`config.mk`:
```
export PLATFORM = sky130hd
export DESIGN_NAME = scan_counter_display
export DESIGN_NICKNAME = d
export VERILOG_FILES = /design/src/rtl/scan_counter_display_pkg.sv /design/src/rtl/scan_counter_display_seg7_decode.sv /design/src/rtl/scan_counter_display.sv
export SDC_FILE = /design/constraint.sdc
export NUM_CORES = 1
export LEC_CHECK = 0
export CORE_MARGIN = 3
export CORE_UTILIZATION = 35
export CTS_CLUSTER_DIAMETER = 80
export DETAILED_ROUTE_END_ITERATION = 10
export PLACE_DENSITY = 0.6
export SLEW_MARGIN = 30
export SYNTH_ARGS = -nofsm -noshare
export SYNTH_HDL_FRONTEND = slang
export SYNTH_SLANG_ARGS = --single-unit
```
`constraint.sdc`:
```
create_clock -name CLK -period 2.6 [get_ports CLK]
set_input_delay 0.78 -clock CLK [delete_from_list [all_inputs] [get_ports CLK]]
set_output_delay 0.78 -clock CLK [all_outputs]
set_load 0.005 [all_outputs]
```
`src/rtl/scan_counter_display_pkg.sv`:
```
// Shared constants for the scanned counter display: digit width, dead-time
// ratio and the 7-segment patterns (bit0=a .. bit6=g, active high).
package scan_counter_display_pkg;

  localparam int DIGIT_W         = 4;
  // Dead time is the first 1/2**DEAD_RATIO_LOG2 of each digit dwell.
  localparam int DEAD_RATIO_LOG2 = 3;

  localparam logic [6:0] SEG_0     = 7'h3F;
  localparam logic [6:0] SEG_1     = 7'h06;
  localparam logic [6:0] SEG_2     = 7'h5B;
  localparam logic [6:0] SEG_3     = 7'h4F;
  localparam logic [6:0] SEG_4     = 7'h66;
  localparam logic [6:0] SEG_5     = 7'h6D;
  localparam logic [6:0] SEG_6     = 7'h7D;
  localparam logic [6:0] SEG_7     = 7'h07;
  localparam logic [6:0] SEG_8     = 7'h7F;
  localparam logic [6:0] SEG_9     = 7'h6F;
  localparam logic [6:0] SEG_A     = 7'h77;
  localparam logic [6:0] SEG_B     = 7'h7C;
  localparam logic [6:0] SEG_C     = 7'h39;
  localparam logic [6:0] SEG_D     = 7'h5E;
  localparam logic [6:0] SEG_E     = 7'h79;
  localparam logic [6:0] SEG_F     = 7'h71;
  localparam logic [6:0] SEG_BLANK = 7'h00;

  // Saturate a loaded digit to the largest legal BCD value.
  function automatic logic [DIGIT_W-1:0] bcd_clamp(input logic [DIGIT_W-1:0] d);
    return (d > 4'd9) ? 4'd9 : d;
  endfunction

endpackage

```
`src/rtl/scan_counter_display_seg7_decode.sv`:
```
// Combinational hex digit to 7-segment pattern decoder.
module seg7_decode
  import scan_counter_display_pkg::*;
(
  input  logic [DIGIT_W-1:0] digit,
  output logic [6:0]         seg
);

  // Pattern lookup for all sixteen digit codes.
  always_comb begin
    seg = SEG_BLANK;
    unique case (digit)
      4'h0: seg = SEG_0;
      4'h1: seg = SEG_1;
      4'h2: seg = SEG_2;
      4'h3: seg = SEG_3;
      4'h4: seg = SEG_4;
      4'h5: seg = SEG_5;
      4'h6: seg = SEG_6;
      4'h7: seg = SEG_7;
      4'h8: seg = SEG_8;
      4'h9: seg = SEG_9;
      4'hA: seg = SEG_A;
      4'hB: seg = SEG_B;
      4'hC: seg = SEG_C;
      4'hD: seg = SEG_D;
      4'hE: seg = SEG_E;
      4'hF: seg = SEG_F;
    endcase
  end

endmodule

```
`src/rtl/scan_counter_display.sv`:
```
// Up/down hex or BCD counter with a tick divider and a multiplexed
// 7-segment display driver (dead time between digits, leading-zero blanking).
module scan_counter_display
  import scan_counter_display_pkg::*;
#(
  parameter int NUM_DIGITS = 4,
  parameter int TICK_DIV   = 16000000,
  parameter int SCAN_LOG2  = 12,
  parameter int DECIMAL    = 0
) (
  input  logic                          CLK,
  input  logic                          RST_N,
  input  logic                          EN,
  input  logic                          UP,
  input  logic                          LOAD,
  input  logic [DIGIT_W*NUM_DIGITS-1:0] LOAD_VAL,
  input  logic                          BLANK_LZ,
  output logic [6:0]                    SEG,
  output logic [NUM_DIGITS-1:0]         COMM,
  output logic [DIGIT_W*NUM_DIGITS-1:0] VALUE,
  output logic                          TICK
);

  localparam int VW    = DIGIT_W * NUM_DIGITS;
  localparam int DIV_W = $clog2(TICK_DIV);
  localparam int IDX_W = (NUM_DIGITS > 1) ? $clog2(NUM_DIGITS) : 1;

  localparam logic [DIV_W-1:0] DIV_LAST = DIV_W'(TICK_DIV - 1);
  localparam logic [IDX_W-1:0] IDX_LAST = IDX_W'(NUM_DIGITS - 1);

  logic [DIV_W-1:0]           div_cnt;
  logic [VW-1:0]              count_q;
  logic [VW-1:0]              count_step;
  logic [VW-1:0]              load_eff;
  logic                       tick;
  logic [SCAN_LOG2-1:0]       dwell_cnt;
  logic [IDX_W-1:0]           scan_idx;
  logic                       dead;
  logic [NUM_DIGITS-1:0]      lz_blank;
  logic                       lz_run;
  logic [DIGIT_W-1:0]         cur_digit;
  logic                       cur_blank;
  logic [6:0]                 cur_seg;
  logic                       carry;
  logic [DIGIT_W-1:0]         dig;

  // TICK is decoded straight from the divider so it lines up with the step edge.
  assign tick  = EN && (div_cnt == DIV_LAST);
  assign TICK  = tick;
  assign VALUE = count_q;

  // Next count for one step: binary +/-1, or per-digit BCD ripple.
  always_comb begin
    count_step = count_q;
    carry      = 1'b1;
    dig        = '0;
    if (DECIMAL != 0) begin
      for (int i = 0; i < NUM_DIGITS; i++) begin
        dig = count_q[i*DIGIT_W +: DIGIT_W];
        if (carry) begin
          if (UP) begin
            if (dig >= 4'd9) dig = 4'd0;
            else begin
              dig   = dig + 4'd1;
              carry = 1'b0;
            end
          end else begin
            if (dig == 4'd0) dig = 4'd9;
            else begin
              dig   = dig - 4'd1;
              carry = 1'b0;
            end
          end
        end
        count_step[i*DIGIT_W +: DIGIT_W] = dig;
      end
    end else begin
      count_step = UP ? (count_q + VW'(1)) : (count_q - VW'(1));
    end
  end

  // Load value, with out-of-range digits saturated in BCD mode.
  always_comb begin
    load_eff = LOAD_VAL;
    if (DECIMAL != 0) begin
      for (int i = 0; i < NUM_DIGITS; i++)
        load_eff[i*DIGIT_W +: DIGIT_W] = bcd_clamp(LOAD_VAL[i*DIGIT_W +: DIGIT_W]);
    end
  end

  // Divider and count: LOAD wins over a coincident tick and restarts the divider.
  always_ff @(posedge CLK or negedge RST_N) begin
    if (!RST_N) begin
      div_cnt <= '0;
      count_q <= '0;
    end else if (LOAD) begin
      div_cnt <= '0;
      count_q <= load_eff;
    end else if (tick) begin
      div_cnt <= '0;
      count_q <= count_step;
    end else if (EN) begin
      div_cnt <= div_cnt + DIV_W'(1);
    end
  end

  // Dwell timer and digit index; runs regardless of EN.
  always_ff @(posedge CLK or negedge RST_N) begin
    if (!RST_N) begin
      dwell_cnt <= '0;
      scan_idx  <= '0;
    end else begin
      dwell_cnt <= dwell_cnt + SCAN_LOG2'(1);
      if (&dwell_cnt)
        scan_idx <= (scan_idx == IDX_LAST) ? '0 : scan_idx + IDX_W'(1);
    end
  end

  assign dead = (dwell_cnt[SCAN_LOG2-1 -: DEAD_RATIO_LOG2] == '0);

  // Digit i>0 blanks when it and every higher digit are zero; digit 0 never blanks.
  always_comb begin
    lz_blank = '0;
    lz_run   = 1'b1;
    for (int i = NUM_DIGITS - 1; i >= 1; i--) begin
      lz_run      = lz_run && (count_q[i*DIGIT_W +: DIGIT_W] == 4'd0);
      lz_blank[i] = lz_run;
    end
  end

  // Select the digit currently being scanned.
  always_comb begin
    cur_digit = '0;
    cur_blank = 1'b0;
    for (int i = 0; i < NUM_DIGITS; i++) begin
      if (scan_idx == IDX_W'(i)) begin
        cur_digit = count_q[i*DIGIT_W +: DIGIT_W];
        cur_blank = lz_blank[i];
      end
    end
  end

  seg7_decode u_seg7_decode (
    .digit (cur_digit),
    .seg   (cur_seg)
  );

  // Registered drive: commons released during dead time, one common low otherwise.
  always_ff @(posedge CLK or negedge RST_N) begin
    if (!RST_N) begin
      SEG  <= SEG_BLANK;
      COMM <= '1;
    end else begin
      SEG  <= (BLANK_LZ && cur_blank) ? SEG_BLANK : cur_seg;
      COMM <= dead ? '1 : ~(NUM_DIGITS'(1) << scan_idx);
    end
  end

endmodule

```
==> impl_metrics.csv, run 1 <==
group,metric,value,unit
run_status,outcome,"complete, no violations",
detailed_routing,vias_per_cell,5.26,
critical_path,r2r_slack,190,ps
clocking,cts.sink_count,65,
floorplan,dieWidth,115,um
detailed_routing,detail_route.wirelength,11.2,mm
sta,timing.final.hold_violations,0,
global_route,grt_use_met2,0.278,
global_route,grt_pass1_vias,3731,
global_route,antenna_found_initial,0,
global_route,grt_max_degree,31,
sta,maxSlewViolCount,0,
critical_path,end_kind,"output pin",
floorplan,die_height,115,um
logic_synthesis,synth_top_area_share,0.364,
finish,drive_gt1_frac,0.247,
pwr,vdd_ir_drop_max,0.000491,V
global_route,grtUsageMet3,0.0454,
logic_synthesis,synth.avg_cell_area,8.95,um^2
critical_path,cp_max_fo,2,
worst_hold_path,hold_path.class,"input pin to async pin",
detailed_routing,drt_drc_violations_left,0,
critical_path,path_class,"input pin to output pin",
finish,num-nets-final,640,
clocking,clk_pin_slew,60,ps
logic_synthesis,synthDistinctLibCells,59,
critical_path,cp_slowest_cell,"or4b_4",
logic_synthesis,post-synth-top-area-cell,"dfrtp_1",
critical_path,worst_r2r_path_depth,10,
sta,fin_crit_sh,0.971,
critical_path,cp.depth,4,
critical_path,timing.rr.start,"scan_idx[0]",
critical_path,arrival,1740,ps
pwr,power_density,494,nW/um^2
clocking,htree_levels,3,
logic_synthesis,synthCells,469,
clocking,cts_hold_buf,0,
sta,finalSetupViolCount,0,
logic_synthesis,netlist_area,4200,um^2
critical_path,crit_path_end,"TICK",
clocking,cts_tree,"built",
critical_path,r2r_end,"SEG[3]",
detailed_routing,wl_per_cell,15.1,um
sta,maxSlewHeadroom,0.635,
placed_design,gp_congestion,0.890,
logic_synthesis,yosysSeqAreaShare,0.389,
floorplan,num_rows,39,
clocking,numCtsBuffers,9,
floorplan,core,11600,um^2
placed_design,place_inst,718,
clocking,clock_latency,340,ps
detailed_routing,vias,3885,
sta,grt_setup_unrepaired,"false",
detailed_routing,ant_nets,0,
critical_path,cp-startpoint,"EN",
critical_path,slowest_delay,470,ps
clocking,root_buffer,"clkbuf_16",
sta,min_period,2520,ps
sta,holdWs,308,ps
logic_synthesis,synth-edff-count,0,
floorplan,die_area,13300,um^2
critical_path,crit_required,1820,ps
flow_run,timing.max_cap.violations,0,
critical_path,start_kind,"input pin",
finish,instances_no_fill,739,
detailed_routing,drt-initial-drc-count,275,
critical_path,path_buf_inv,2,
global_route,grt.met1_usage,0.240,
placed_design,portBuffers,49,
finish,final_common_cell,"buf_4",
floorplan,initial_utilization,0.363,
critical_path,crit_family,"simple AND/OR/NAND/NOR gates",
placed_design,dp_hpwl,8.40,mm
logic_synthesis,ys_top_cells_by_area,"dfrtp_1 36%, ha_1 7.8%, xnor2_1 4.8%, nor2_1 4.2%, nand2_1 4.0%",
global_route,grt_first_pass_wirelength,18.3,mm
detailed_routing,drt_pass1_iterations,5,
floorplan,io_pins,50,
global_route,gr-total-overflow,0,
clocking,clk_path_buf_depth,2,
finish,area_delta_synth_final,40.6,%
sta,tightest_slew,548,ps
logic_synthesis,synthFlopType,"dfrtp_1",
finish,mostFrequentLayoutCells,"76 x buf_4, 61 x dfrtp_1, 46 x nor2_1",
pwr,leakagePower,2.54,nW
critical_path,path_cells,"dlygate4sd2_1 > or4b_4 > nor4_4 > buf_2",
logic_synthesis,ys_seq_elements,65,
sta,fin_worst_skew,6.09,ps
finish,antenna_cells,0,
placed_design,post-place-ws,-788,ps
sta,clock.fmax,0.396,GHz
logic_synthesis,yosysWarnings,0,
global_route,grt_busiest_layer,"met2",
global_route,grt.total_usage,0.173,
sta,fin_ws,75.5,ps
logic_synthesis,synth_nets,518,
logic_synthesis,async_flop_share,1.00,
==> registers in the layout, summed over array words and instances (netlist names) <==
register and flops:
COMM 4, dwell_cnt 12, scan_idx 2, div_cnt 24, SEG 7, VALUE 16
==> stage by stage <==
stage	instance area (um^2)	setup TNS, ps	utilization	power, W
final	5900	0	0.510	0.00291
after global routing	5900	0	0.510	0.00307
after CTS	5740	-14.1	0.496	0.00290
after detailed placement	5410	-8950	0.468	0.00175
after global placement	5410	-8350	0.468	0.00173
after floorplan	4230	-144	-	0.00142
==> kinds of logic after synthesis <==
logic type	count (synthesis)	synth area share
DFF	65	0.389
xor gates and xnor gates	39	0.0814
AOI/OAI and AO/OA	94	0.140
buffers and inverters	35	0.0349
muxes	13	0.0346
and+or+nand+nor	196	0.238
adders and majority gates	27	0.0823
==> area by class of cell <==
type / count / area (um^2)
fill: 1064 / 5670
multi-input combinational: 369 / 2620
tap: 143 / 179
sequential: 65 / 1630
clock buffer: 9 / 225
timing repair buffer: 130 / 1130
inverter: 16 / 63.8
clock inverter: 7 / 46.3
==> worst min path at each step <==
stage | from | to | slack [ps] | cells past startpoint
5_1_grt | RST_N | SEG[0] | 310 | 1
3_5_place_dp | dwell_cnt[4] | dwell_cnt[4] | 470 | 1
2_1_floorplan | dwell_cnt[0] | dwell_cnt[0] | 440 | 1
6_report | RST_N | SEG[0] | 310 | 1
4_1_cts | RST_N | SEG[0] | 310 | 1
3_3_place_gp | dwell_cnt[4] | dwell_cnt[4] | 460 | 1
==> Yosys cell counts (all sizes together) (3+ instances only) <==
master    n
o2111ai   4
nand2    45
buf       8
nand4     8
nor2     47
and3     10
ha       26
nor3     10
a21o      3
nor4      6
or3       4
xor2     16
xnor2    23
dfstp     4
o21ai    29
nor3b     8
nor4b     3
or2       3
inv      16
clkbuf   11
nand3    29
a22oi     3
nand2b    6
a31o      3
and4      3
o31a      3
a21oi    30
a211oi    3
mux2i    10
dfrtp    61
nor2b     5
==> report_power, final <==
group	internal (W)	leakage, nW	switching, W
logic	0.000374	1.59	0.000311
clock network	0.000643	0.128	0.000481
registers	0.00105	0.825	0.0000504
total	0.00207	2.54	0.000842
==> worst register-to-register path: stages (launching register included) <==
cell and delay [ps]:
dfrtp_1 420, inv_2 90, ha_2 210, and3b_1 160, a21oi_1 50, o21ai_1 250
mux2i_2 120, buf_4 170, ha_1 320, mux4_2 460, nor2_1 90
==> routing by layer <==
metal | part of all wire | routed length, um
met2 | 0.48 | 5310
met5 | 0 | 0
met1 | 0.47 | 5270
met3 | 0.044 | 490
met4 | 0.0087 | 97
==> timing repair <==
item                                    in CTS  in global routing
gates resized for setup                     18                 35
pin swaps                                    7                 11
buffers inserted                             3                  2
endpoints found under the setup margin      11                 12
Power figures use the tool's default switching activity.
==> run 2: changes to the inputs <==
--- a/config.mk
+++ b/config.mk
@@ -9,8 +9,10 @@
 export CORE_UTILIZATION = 35
 export CTS_CLUSTER_DIAMETER = 80
 export DETAILED_ROUTE_END_ITERATION = 10
-export PLACE_DENSITY = 0.6
+export MAX_ROUTING_LAYER = met4
+export PLACE_DENSITY = 0.55
 export SLEW_MARGIN = 30
 export SYNTH_ARGS = -nofsm -noshare
 export SYNTH_HDL_FRONTEND = slang
 export SYNTH_SLANG_ARGS = --single-unit
+export TNS_END_PERCENT = 20
==> impl_metrics.csv, run 2 (same netlist as run 1, synthesis figures left out) <==
group,metric,value,unit
run_status,outcome,"complete, no violations",
global_route,antenna_found_initial,0,
global_route,grt_pass1_vias,3694,
finish,multiInputGateArea,2540,um^2
pwr,power_density,510,nW/um^2
global_route,gr-total-overflow,0,
placed_design,gp_congestion,0.896,
finish,antenna_cells,0,
sta,fin_ws,96.8,ps
sta,timing.final.hold_violations,0,
floorplan,die_area,13300,um^2
clocking,clock_latency,330,ps
pwr,vdd_ir_drop_max,0.000227,V
clocking,clk_path_buf_depth,2,
floorplan,dieWidth,115,um
finish,n_fill_cell,1116,
finish,drive_gt1_frac,0.217,
finish,regArea,1630,um^2
detailed_routing,wl_per_cell,14.9,um
finish,final_common_cell,"buf_4",
floorplan,initial_utilization,0.363,
sta,maxSlewViolCount,0,
finish,mostFrequentLayoutCells,"67 x buf_4, 61 x dfrtp_1, 47 x nor2_1",
placed_design,post-place-ws,-809,ps
global_route,grt_max_degree,51,
clocking,cts_tree,"built",
detailed_routing,ant_nets,0,
critical_path,start_kind,"input pin",
critical_path,path_cells,"clkdlybuf4s15_1 > or4b_4 > nor4_4 > buf_2",
floorplan,die_height,115,um
placed_design,dp_hpwl,8.12,mm
critical_path,slowest_delay,470,ps
sta,min_period,2500,ps
clocking,htree_levels,3,
floorplan,core,11600,um^2
pwr,leakagePower,2.50,nW
sta,tightest_slew,559,ps
global_route,grt_first_pass_wirelength,18.0,mm
detailed_routing,detail_route.wirelength,10.8,mm
flow_run,timing.max_cap.violations,0,
detailed_routing,drt_pass1_iterations,4,
critical_path,crit_required,1820,ps
sta,clock.fmax,0.399,GHz
finish,instances_no_fill,729,
clocking,clk_pin_slew,50,ps
detailed_routing,vias,3798,
finish,area_delta_synth_final,37.7,%
sta,maxSlewHeadroom,0.627,
finish,num-nets-final,630,
critical_path,path_class,"input pin to output pin",
critical_path,cp_slowest_cell,"or4b_4",
pwr,fin_total_pwr,0.00295,W
detailed_routing,drt_drc_violations_left,0,
clocking,numCtsBuffers,9,
critical_path,end_kind,"output pin",
sta,fin_worst_skew,7.03,ps
clocking,cts_hold_buf,0,
sta,fin_crit_sh,0.963,
critical_path,arrival,1720,ps
detailed_routing,vias_per_cell,5.21,
clocking,cts.sink_count,65,
placed_design,portBuffers,49,
floorplan,num_rows,39,
detailed_routing,drt-initial-drc-count,110,
finish,largest_reg_flops,24,
clocking,root_buffer,"clkbuf_16",
floorplan,io_pins,50,
critical_path,cp_max_fo,2,
finish,largest-register,"div_cnt",
worst_hold_path,hold_path.class,"input pin to async pin",
global_route,grt.total_usage,0.175,
sta,finalSetupViolCount,0,
placed_design,place_inst,713,
run 2: changes by cell type in the layout (fill, tap and decap cells not counted), sizes merged:
cell / before / now
inv: 16 / 15
buf: 84 / 73
clkbuf: 9 / 12
clkinvlp: 4 / 2
dlygate4sd2: 1 / 0
bufinv: 0 / 1
clkdlybuf4s15: 0 / 1
run 2: path summary, 6_finish.rpt:
check	start	slack [ps]	end	cells past startpoint
max	EN	100	TICK	4
min	RST_N	380	VALUE[14]	1
max reg2reg	scan_idx[0]	170	SEG[0]	11
min reg2reg	dwell_cnt[0]	470	dwell_cnt[0]	1
max in group asynchronous	RST_N	1570	COMM[2]	2
min in group CLK	dwell_cnt[0]	470	dwell_cnt[0]	1
run 2: stage by stage:
stage / util / cell area (um^2) / TNS, ps / hold WS (ps)
after global routing: 0.500 / 5780 / -2.12 / 405
after floorplan: - / 4230 / -180 / 442
final: 0.500 / 5780 / 0 / 376
after global placement: 0.466 / 5390 / -7280 / 460
after CTS: 0.495 / 5730 / -15.8 / 382
after detailed placement: 0.466 / 5390 / -7700 / 468
run 2: worst max-delay path, delay by kind of cell:
family / cells / cell delay, ps
buffers and inverters: 2 / 330
AND/OR/NAND/NOR: 2 / 610
run 2: final cells by class:
type / instances / area share
multi-input cells: 369 / 0.441
repair buffers: 120 / 0.183
well taps: 143 / 0.0310
clock buffers: 11 / 0.0420
inverters: 16 / 0.0110
flip-flops and latches: 65 / 0.282
clock inverters: 5 / 0.00975
run 2: where the power goes:
group	switching [W]	total (W)	internal [W]
clock network	0.000442	0.00121	0.000766
registers	0.0000492	0.00110	0.00105
logic	0.000292	0.000634	0.000342
total	0.000783	0.00295	0.00216
run 2: timing repair:
action	CTS	global route
setup endpoints to repair	12	12
buffers inserted	0	0
pin swaps	2	3
resized for setup	18	13
run 2: routing by layer:
layer	track usage	up-vias	routed length, um
met2	0.258	64	4890
met5	-	-	0
met3	0.0256	15	307
li1	-	1901	-
met4	0.0642	0	153
met1	0.245	1818	5490
